**src/rtl/fetch_stage.sv**
```systemverilog
// fetch_stage: IF stage of the 5-stage RV32I pipeline.
// Owns the fetch PC, drives the combinational instruction-memory address and
// registers the returned word, its PC and PC+4 into the IF/ID register.
// Optional feature macro: FETCH_PERF_EN adds saturating fetch/bubble counters;
// without it fetch_cnt and bubble_cnt are tied to zero.
//
// Flow control: valid_d=1 means IF/ID holds a real instruction, valid_d=0 a
// bubble. There is no ready signal; decode backpressure arrives as stall_d
// (hold IF/ID) and stall_f (hold PC), and flush_d discards the IF/ID word.
module fetch_stage #(
  parameter logic [31:0] RESET_PC  = 32'h0000_0000,
  parameter logic [31:0] NOP_INSTR = 32'h0000_0013,
  parameter int          CNT_W     = 32
) (
  input  logic             clk,
  input  logic             rst,
  input  logic             stall_f,
  input  logic             stall_d,
  input  logic             flush_d,
  input  logic             pc_src_e,
  input  logic [31:0]      pc_target_e,
  input  logic [31:0]      imem_instr,
  output logic [31:0]      imem_addr,
  output logic [31:0]      pc_f,
  output logic [31:0]      instr_d,
  output logic [31:0]      pc_d,
  output logic [31:0]      pc_plus4_d,
  output logic             valid_d,
  output logic [CNT_W-1:0] fetch_cnt,
  output logic [CNT_W-1:0] bubble_cnt
);

  logic [31:0] pc_plus4_f;
  logic [31:0] pc_next;
  logic        ifid_load;

  assign imem_addr  = pc_f;
  assign pc_plus4_f = pc_f + 32'd4;
  assign ifid_load  = !flush_d && !stall_d;

  // Next-PC select: redirect (word-aligned) beats stall, otherwise sequential.
  always_comb begin
    pc_next = pc_plus4_f;
    if (pc_src_e) begin
      pc_next = {pc_target_e[31:2], 2'b00};
    end else if (stall_f) begin
      pc_next = pc_f;
    end
  end

  // PC register.
  always_ff @(posedge clk) begin
    if (rst) begin
      pc_f <= RESET_PC;
    end else begin
      pc_f <= pc_next;
    end
  end

  // IF/ID register: flush inserts a bubble, stall holds, otherwise capture.
  always_ff @(posedge clk) begin
    if (rst) begin
      instr_d    <= NOP_INSTR;
      pc_d       <= 32'd0;
      pc_plus4_d <= 32'd0;
      valid_d    <= 1'b0;
    end else if (flush_d) begin
      instr_d    <= NOP_INSTR;
      pc_d       <= 32'd0;
      pc_plus4_d <= 32'd0;
      valid_d    <= 1'b0;
    end else if (!stall_d) begin
      instr_d    <= imem_instr;
      pc_d       <= pc_f;
      pc_plus4_d <= pc_plus4_f;
      valid_d    <= 1'b1;
    end
  end

`ifdef FETCH_PERF_EN
  localparam logic [CNT_W-1:0] CNT_ONE = {{(CNT_W-1){1'b0}}, 1'b1};
  localparam logic [CNT_W-1:0] CNT_MAX = {CNT_W{1'b1}};

  // Saturating counters of IF/ID loads and inserted bubbles.
  always_ff @(posedge clk) begin
    if (rst) begin
      fetch_cnt  <= '0;
      bubble_cnt <= '0;
    end else begin
      if (ifid_load && (fetch_cnt != CNT_MAX)) begin
        fetch_cnt <= fetch_cnt + CNT_ONE;
      end
      if (flush_d && (bubble_cnt != CNT_MAX)) begin
        bubble_cnt <= bubble_cnt + CNT_ONE;
      end
    end
  end
`else
  logic unused_load;
  assign unused_load = ifid_load;
  assign fetch_cnt   = '0;
  assign bubble_cnt  = '0;
`endif

endmodule

```
**config.mk**
```make
export PLATFORM = sky130hd
export DESIGN_NAME = fetch_stage
export DESIGN_NICKNAME = d
export VERILOG_FILES = /design/src/rtl/fetch_stage.sv
export SDC_FILE = /design/constraint.sdc
export NUM_CORES = 1
export LEC_CHECK = 0
export ABC_AREA = 1
export BUFFER_PORTS_ARGS = -buffer_cell sky130_fd_sc_hd__buf_2
export CORE_MARGIN = 1.5
export CORE_UTILIZATION = 47
export DETAILED_ROUTE_END_ITERATION = 10
export HOLD_SLACK_MARGIN = 0.12
export PLACE_DENSITY_LB_ADDON = 0.05
export SKIP_LAST_GASP = 1
export SLEW_MARGIN = 20
export SYNTH_ARGS = -nofsm -noshare
export SYNTH_HDL_FRONTEND = slang
export SYNTH_SLANG_ARGS = --single-unit
```
**constraint.sdc**
```tcl
create_clock -name clk -period 1.9 [get_ports clk]
set_input_delay 0.475 -clock clk [delete_from_list [all_inputs] [get_ports clk]]
set_output_delay 0.475 -clock clk [all_outputs]
set_load 0.01 [all_outputs]
```
Word level (Yosys, flattened, before mapping)
Index checks and enable logic that the tools add are counted.
{ "word_totals": {"register_bits": 129} }
{ "op_classes": {"reduce_logical": 2, "mux": 2, "n_eq_ne": 1, "addsub": 1} }
{ "op_table": {"columns": ["op", "n"], "rows": [
  ["two-way mux 32 bit", 2],
  ["adder 32 x 3 -> 32 bit (second input constant)", 1],
  ["OR reduction 2 bit", 2],
  ["inequality test 2 x 1 -> 1 bit (second input constant)", 1]
]} }

Logic depth before layout (Yosys ltp)
Gate-level depths: netlist of run 1.
{ "logic_depth": {"ltp_word": 3, "depth_mapped": 10} }

Worst setup path before layout of run 1
Ideal clock, no wire load.
{ "synth_path": {"path_type": "reg2reg", "startpoint": "reg pc_f[2], in the netlist imem_addr[2]", "endpoint": "reg pc_plus4_d[30]", "path_stages_with_launch": 11, "t_arrival_ns": 1.433, "n_path_buf": 0, "setup_slack_ns": 0.352, "synth_period_minus_slack_ns": 1.548, "setup_time_ns": 0.115, "path_cell_list": "dfxtp_1 > ha_1 > nand2_1 > nor2_4 > nand2_4 > nor2_4 > nand2_1 > nand2_1 > nand2_1 > o21ai_0 > inv_1"} }
{ "synth_via": {"elab_chain_cells": 1} }
{ "synth_rtl": {"columns": ["element", "line_no", "text"], "rows": [
  ["from (decl)", "24", "output logic [31:0] pc_f,"],
  ["from (signal assigned)", "56", "pc_f <= pc_next;"],
  ["adder 32 x 3 -> 32 bit", "38", "assign pc_plus4_f = pc_f + 32'd4;"],
  ["to (signal assigned)", "75", "pc_plus4_d <= pc_plus4_f;"],
  ["to (decl)", "27", "output logic [31:0] pc_plus4_d,"]
]} }
No other way between the ends.
A chain may end at the register's enable or synchronous reset.

Worst setup path after layout of run 1
{ "layout_path": {"startpoint": "reg pc_f[2], in the netlist imem_addr[2]", "endpoint": "reg pc_plus4_d[28]"} }
Same word-level chain as after synthesis.

==> run metrics, run 1 <==
Starting Density 48.4%; vias in the first global route between 4k and 5k; Critical Path Sink Type flip-flop; dpl cells ~1.2k; RSZ-0062 raised after global routing false; n_diodes 0; antenna violations before repair 0; first-pass GRT wire length about 25 mm; Final Hold Fails 0; Final nets 1,144; Pre-Repair DR Iteration Count 4; Static Leak roughly 4 nW; outcome completed; total wire length ~17 mm; total chip power between 6 and 7 mW; critical path peak fanout 5; Slew Viols, Final 0; Die Area 13,700 sq um; fin crit period roughly 1.7 ns; number of max-cap violations 0; Worst-Skew Late Latency ~0.41 ns; Synth Cell Area approximately 6100 sq um; synthesized area per cell 7.01 sq um; Chip Width ~120 um; register area share after synthesis approximately two fifths; Min-Delay Path Depth 3; post-synthesis cell count a little under 900; post_cts resized 0; Final Skew about 0.0062 ns; Max Fclk around 0.6 GHz; DRC 0; initial DRC count 314; # IOs slightly below 300; maximum VDD drop 0.000518 V; Cell Pwr Density 856 nW/um^2; total global routing overflow 0; Final GP Congestion between 0.8 and 0.9; R2R cell count 10; largest net degree at the start of global routing 49; Yosys cell types 26; H-Tree Depth 4; ratio of cells with drive above 1 in the final layout a little over a quarter; worst setup margin between 0.15 and 0.2 ns; Setup CP Type reg -> reg; Clock Sink Count between 100 and 150; Hold WC Path Type in -> reg; hold_ws 0.257 ns; setup TNS 0 ns; CTS clk-pin slew, worst paths 0.05 ns; setup bufs post-CTS 0; Yosys warnings 0; Total GRT Usage 24.3%; CTS tree done; Final Cycle Share between 80% and 90%; Die Y about 120 um; Post-Layout Cell Count between 1k and 1.5k; Root Driver clkbuf_16; drt via density about 4.6; std cell rows 41; CTS max path bufs 2; fillers 1,248; post-layout util ~60%; antenna-violating nets left 0; CTS Buf Count 17; pre-CTS setup slack between 0.2 and 0.25 ns; P&R area growth vs syn 24.6%; CP required 2.21 ns; DP HPWL 12.2 mm; Area after DPL about 7100 sq um; #FFs+latches synth 123; Finished Cell Area 7640 sq um; kind of start point of the critical path flip-flop; # port buffers 220; WL/cell 13.2 um; # setup viols final 0; Vias around 5.7k; cts hold-fix bufs 0; crit path DAT about 2 ns; core region area between 10,000 and 15,000 sq um
-- cells in the final DEF (no fill, tap or decap) --
cell type   count
a21o_1          3
a21oi_1        83
a22o_1          6
a31oi_1         7
and2_1          3
buf_12          6
buf_2         220
buf_4          25
bufinv_16       1
clkbuf_1        2
clkbuf_16      17
clkbuf_8        3
clkinv_2        6
clkinvlp_4      2
conb_1         72
dfxtp_1       123
ha_1            1
inv_1          76
inv_2           1
nand2_1       228
nand2_2         3
nand2_4         2
nand3_1        21
nand3b_1        1
nor2_1         81
nor2_2          4
nor2_4          8
nor3_1          1
o21ai_0        62
o21ai_1         1
xnor2_1         4
xor2_1         11
-- worst paths after layout --
check                        end           from  slack (ns)
setup / recovery  pc_plus4_d[28]   imem_addr[2]        0.20
hold / removal        instr_d[1]  imem_instr[1]        0.26
setup reg to reg  pc_plus4_d[28]   imem_addr[2]        0.20
hold reg to reg          pc_d[7]        pc_d[7]        0.46
-- final cells by class --
type | instances | area [sq um] | area share, %
Clock buffer | 22 | 474 | 6.21
Clock inverter | 8 | 70.1 | 0.917
Inverter | 78 | 294 | 3.85
Multi-Input combinational cell | 602 | 2720 | 35.5
Sequential cell | 123 | 2460 | 32.2
Tap cell | 172 | 215 | 2.82
Timing Repair Buffer | 251 | 1410 | 18.4
-- layer usage --
layer	track usage, %	vias to the layer above	share of wire, %
met4	8.43	0	1.3
met3	5.61	15	7.2
li1	-	2955	-
met1	32.2	2535	45
met2	38.8	222	47
met5	0	-	0
-- Yosys cell counts --
cell type,number,area (sq um)
o21ai_0,62,310
nor2_2,3,18.8
nand2_1,228,856
a31oi_1,7,43.8
buf_2,10,50.1
and2_1,3,18.8
inv_1,78,293
o21ai_1,1,5.00
nand3b_1,1,7.51
nor3_1,1,5.00
nor2_4,8,90.1
a22o_1,6,52.6
nand2_4,2,22.5
ha_1,1,12.5
a21oi_1,83,415
conb_1,1,3.75
nand3_1,21,105
dfxtp_1,123,2460
a21o_1,3,22.5
clkbuf_1,28,105
nor2_1,82,308
buf_4,102,766
buf_1,3,11.3
xnor2_1,4,35.0
nand2_2,3,18.8
xor2_1,11,96.3
-- sequential cells by signal, indices dropped and copies added, names as in the netlist --
name,count
instr_d,32
pc_d,30
valid_d,1
pc_plus4_d,30
imem_addr,30
-- critical path, stage by stage, from the launching register on --
cell	delay [ns]
dfxtp_1	0.40
ha_1	0.21
nand2_1	0.10
nor2_4	0.17
nand2_4	0.11
nor2_1	0.21
nand2_1	0.08
nand2_1	0.05
nand2_1	0.06
o21ai_0	0.15
inv_1	0.05
-- cells by family after synthesis --
logic type               synth area share (%)
other                                  0.0611
AO/OA/AOI/OAI                            13.8
AND/OR/NAND/NOR                          23.6
buffers and inverters                    20.0
adder cells (fa/ha/maj)                 0.204
XOR/XNOR                                 2.14
flip-flops                               40.1
-- power breakdown --
part           switching, mW  internal, mW
combinational          0.507         0.305
clock                   1.10          1.87
sequential            0.0794          2.69
total                   1.68          4.86
No activity file was read; power rests on OpenSTA's default activity.
==> run 2: changes to the inputs <==
Settings changed: REMOVE_ABC_BUFFERS from default to 1, SKIP_LAST_GASP 1 to default.
==> run 2 against run 1 <==
Compared with the run above:
- combinational power shrank 1%
- via count down 0.51%
- clock skew shrank 0.0011 ns
- non-clock buffer count down 5
- routed wire length shrank 1.5%
- register-to-register slack improved by 0.06 ns
- sequential power hardly changed
- clock power grew 16%
- clock-buffer cell count decreased by 1
- worst hold slack got worse by 0.0041 ns
- critical endpoint is now pc_plus4_d[12]
- largest power group unchanged
- highest routed layer unchanged
==> run metrics, run 2 (same netlist as run 1, synthesis figures left out) <==
outcome completed; post_cts resized 0 (unchanged); antenna-violating nets left 0 (unchanged); H-Tree Depth 4 (unchanged); Final nets 1,139 (-0.44%); CP bufs+invs 1 (unchanged); cts hold-fix bufs 0 (unchanged); # IOs 295 (unchanged); R2R cell count 7 (-3); P&R area growth vs syn 25.3%; WL/cell 13.1 um (-1.3%); total wire length 16.4 mm (-1.5%); Final Cycle Share 86.6% (-3.0 points); worst flop-to-flop path startpoint imem_addr[2]; commonest non-fill, non-tap cell in the layout nand2_1; Die Y 117 um (unchanged); DP HPWL 11.3 mm (-7.2%); kind of start point of the critical path flip-flop; Starting Density 48.4% (unchanged); critical path's top delay family simple AND/OR/NAND/NOR gates; critical path, cell by cell ha_1, nand2_1, nor2_4, nand3b_1, xor2_1, o21ai_0, inv_1; setup TNS 0 ns (unchanged); max incr delay on CP 0.33 ns (-0.07 ns); fin crit period 1.65 ns (-0.0579 ns); RSZ-0062 raised after global routing false; Final GP Congestion 0.823 (-3.9%); largest reg by FF count instr_d; antenna violations before repair 1 (+1); Worst-Skew Late Latency 0.42 ns (about the same); Hold WC Path Type in -> reg; crit path DAT 1.95 ns (-0.06 ns); largest net degree at the start of global routing 67 (+37%); Cell Pwr Density 913 nW/um^2 (+6.6%); CTS clk-pin slew, worst paths 0.05 ns (about the same); Final Hold Fails 0 (unchanged); Static Leak 3.99 nW (+0.20%); total global routing overflow 0 (unchanged); CP required 2.21 ns (about the same); Post-Layout Cell Count 1,254 (-0.16%); commonest non-fill, non-tap cells in the layout 228 x nand2_1, 220 x buf_2, 123 x dfxtp_1; CP max-delay cell dfxtp_1; Slew Viols, Final 0 (unchanged); CTS tree done; Die Area 13,700 sq um (unchanged); drt via density 4.54 (-0.35%); ratio of cells with drive above 1 in the final layout 27.5% (about the same); R2R Path End pc_plus4_d[12]; maximum VDD drop 0.000534 V (+3.1%); Critical Path Sink Type flip-flop; # setup viols final 0 (unchanged); critical path peak fanout 4 (-1); Chip Width 117 um (unchanged); Root Driver clkbuf_16; pre-CTS setup slack 0.263 ns (+0.0579 ns); CTS Buf Count 17 (unchanged); number of max-cap violations 0 (unchanged); critical path depth 7 (-3); max reg flops 32 (unchanged); DRC 0 (unchanged); Final Skew 0.00515 ns (-0.00107 ns); dpl cells 1,221 (-0.41%); core region area 12,700 sq um (unchanged); CTS max path bufs 2 (unchanged); # port buffers 220 (unchanged); vias in the first global route 4,619 (-6.1%); r2r setup slk 0.25 ns (+0.06 ns); Max Fclk 0.608 GHz (+3.5%); worst setup margin 0.254 ns (+0.0579 ns); Pre-Repair DR Iteration Count 5 (+1); Vias 5,698 (-0.51%); initial DRC count 342 (+8.9%); crit path capture pc_plus4_d[12]; first-pass GRT wire length 24.1 mm (-4.6%); setup bufs post-CTS 0 (unchanged); std cell rows 41 (unchanged); Total GRT Usage 23.2% (-1.0 points); Setup CP Type reg -> reg; fillers 1,261 (+1.0%); Setup crit start imem_addr[2]; total chip power 7.02 mW (+7.3%); Clock Sink Count 123 (unchanged)
run 2: cell types whose count changed in the layout (fill, tap and decap cells not counted), sizes merged:
cell / delta
buf: -5
bufinv: +3
clkbuf: -1
clkinv: -1
clkinvlp: +1
diode: +1
run 2: layer usage:
| metal | global-route usage, % | vias up | part of all wire [%] |
|---|---|---|---|
| li1 | - | 2957 | - |
| met1 | 30.6 | 2499 | 46 |
| met2 | 37.7 | 224 | 46 |
| met3 | 5.25 | 18 | 7.2 |
| met4 | 7.87 | 0 | 1.2 |
| met5 | 0 | - | 0 |
run 2: worst min-delay path by stage:
| stage | cells after the start | slack (ns) | endpoint | start |
|---|---|---|---|---|
| final | 3 | 0.25 | instr_d[1] | imem_instr[1] |
| after global routing | 3 | 0.25 | instr_d[0] | imem_instr[0] |
| after CTS | 3 | 0.24 | instr_d[0] | imem_instr[0] |
| after floorplan | 2 | 0.49 | instr_d[10] | instr_d[10] |
| after global placement | 2 | 0.45 | instr_d[12] | instr_d[12] |
| after detailed placement | 2 | 0.45 | instr_d[29] | instr_d[29] |
run 2: through the flow:
stage	cell area [sq um]	util (%)	hold WS, ns
global placement	7050	55.6	0.450
floorplan	5470	-	0.487
global route	7690	60.7	0.247
CTS	7690	60.7	0.238
detailed placement	7050	55.6	0.453
finish	7690	60.7	0.253
run 2: power breakdown:
part           switching (mW)  total, mW  internal [mW]
registers              0.0797       2.76           2.68
clock network            1.16       3.46           2.29
logic                   0.504      0.801          0.297
total                    1.75       7.02           5.27
run 2: worst reg2reg max path, stage by stage (launching register included):
cell,delay [ns]
dfxtp_1,0.33
ha_1,0.19
nand2_1,0.11
nor2_4,0.18
nand3b_1,0.22
xor2_1,0.22
o21ai_0,0.23
inv_1,0.06
run 2: final cells by class:
type / instances / area (sq um) / area share (%)
diodes: 1 / 2.50 / 0.0325
clock buffers: 21 / 470 / 6.12
clock inverters: 11 / 166 / 2.16
inverters: 78 / 294 / 3.82
multi-input cells: 602 / 2720 / 35.4
flip-flops and latches: 123 / 2460 / 32.0
well taps: 172 / 215 / 2.80
repair buffers: 246 / 1360 / 17.7
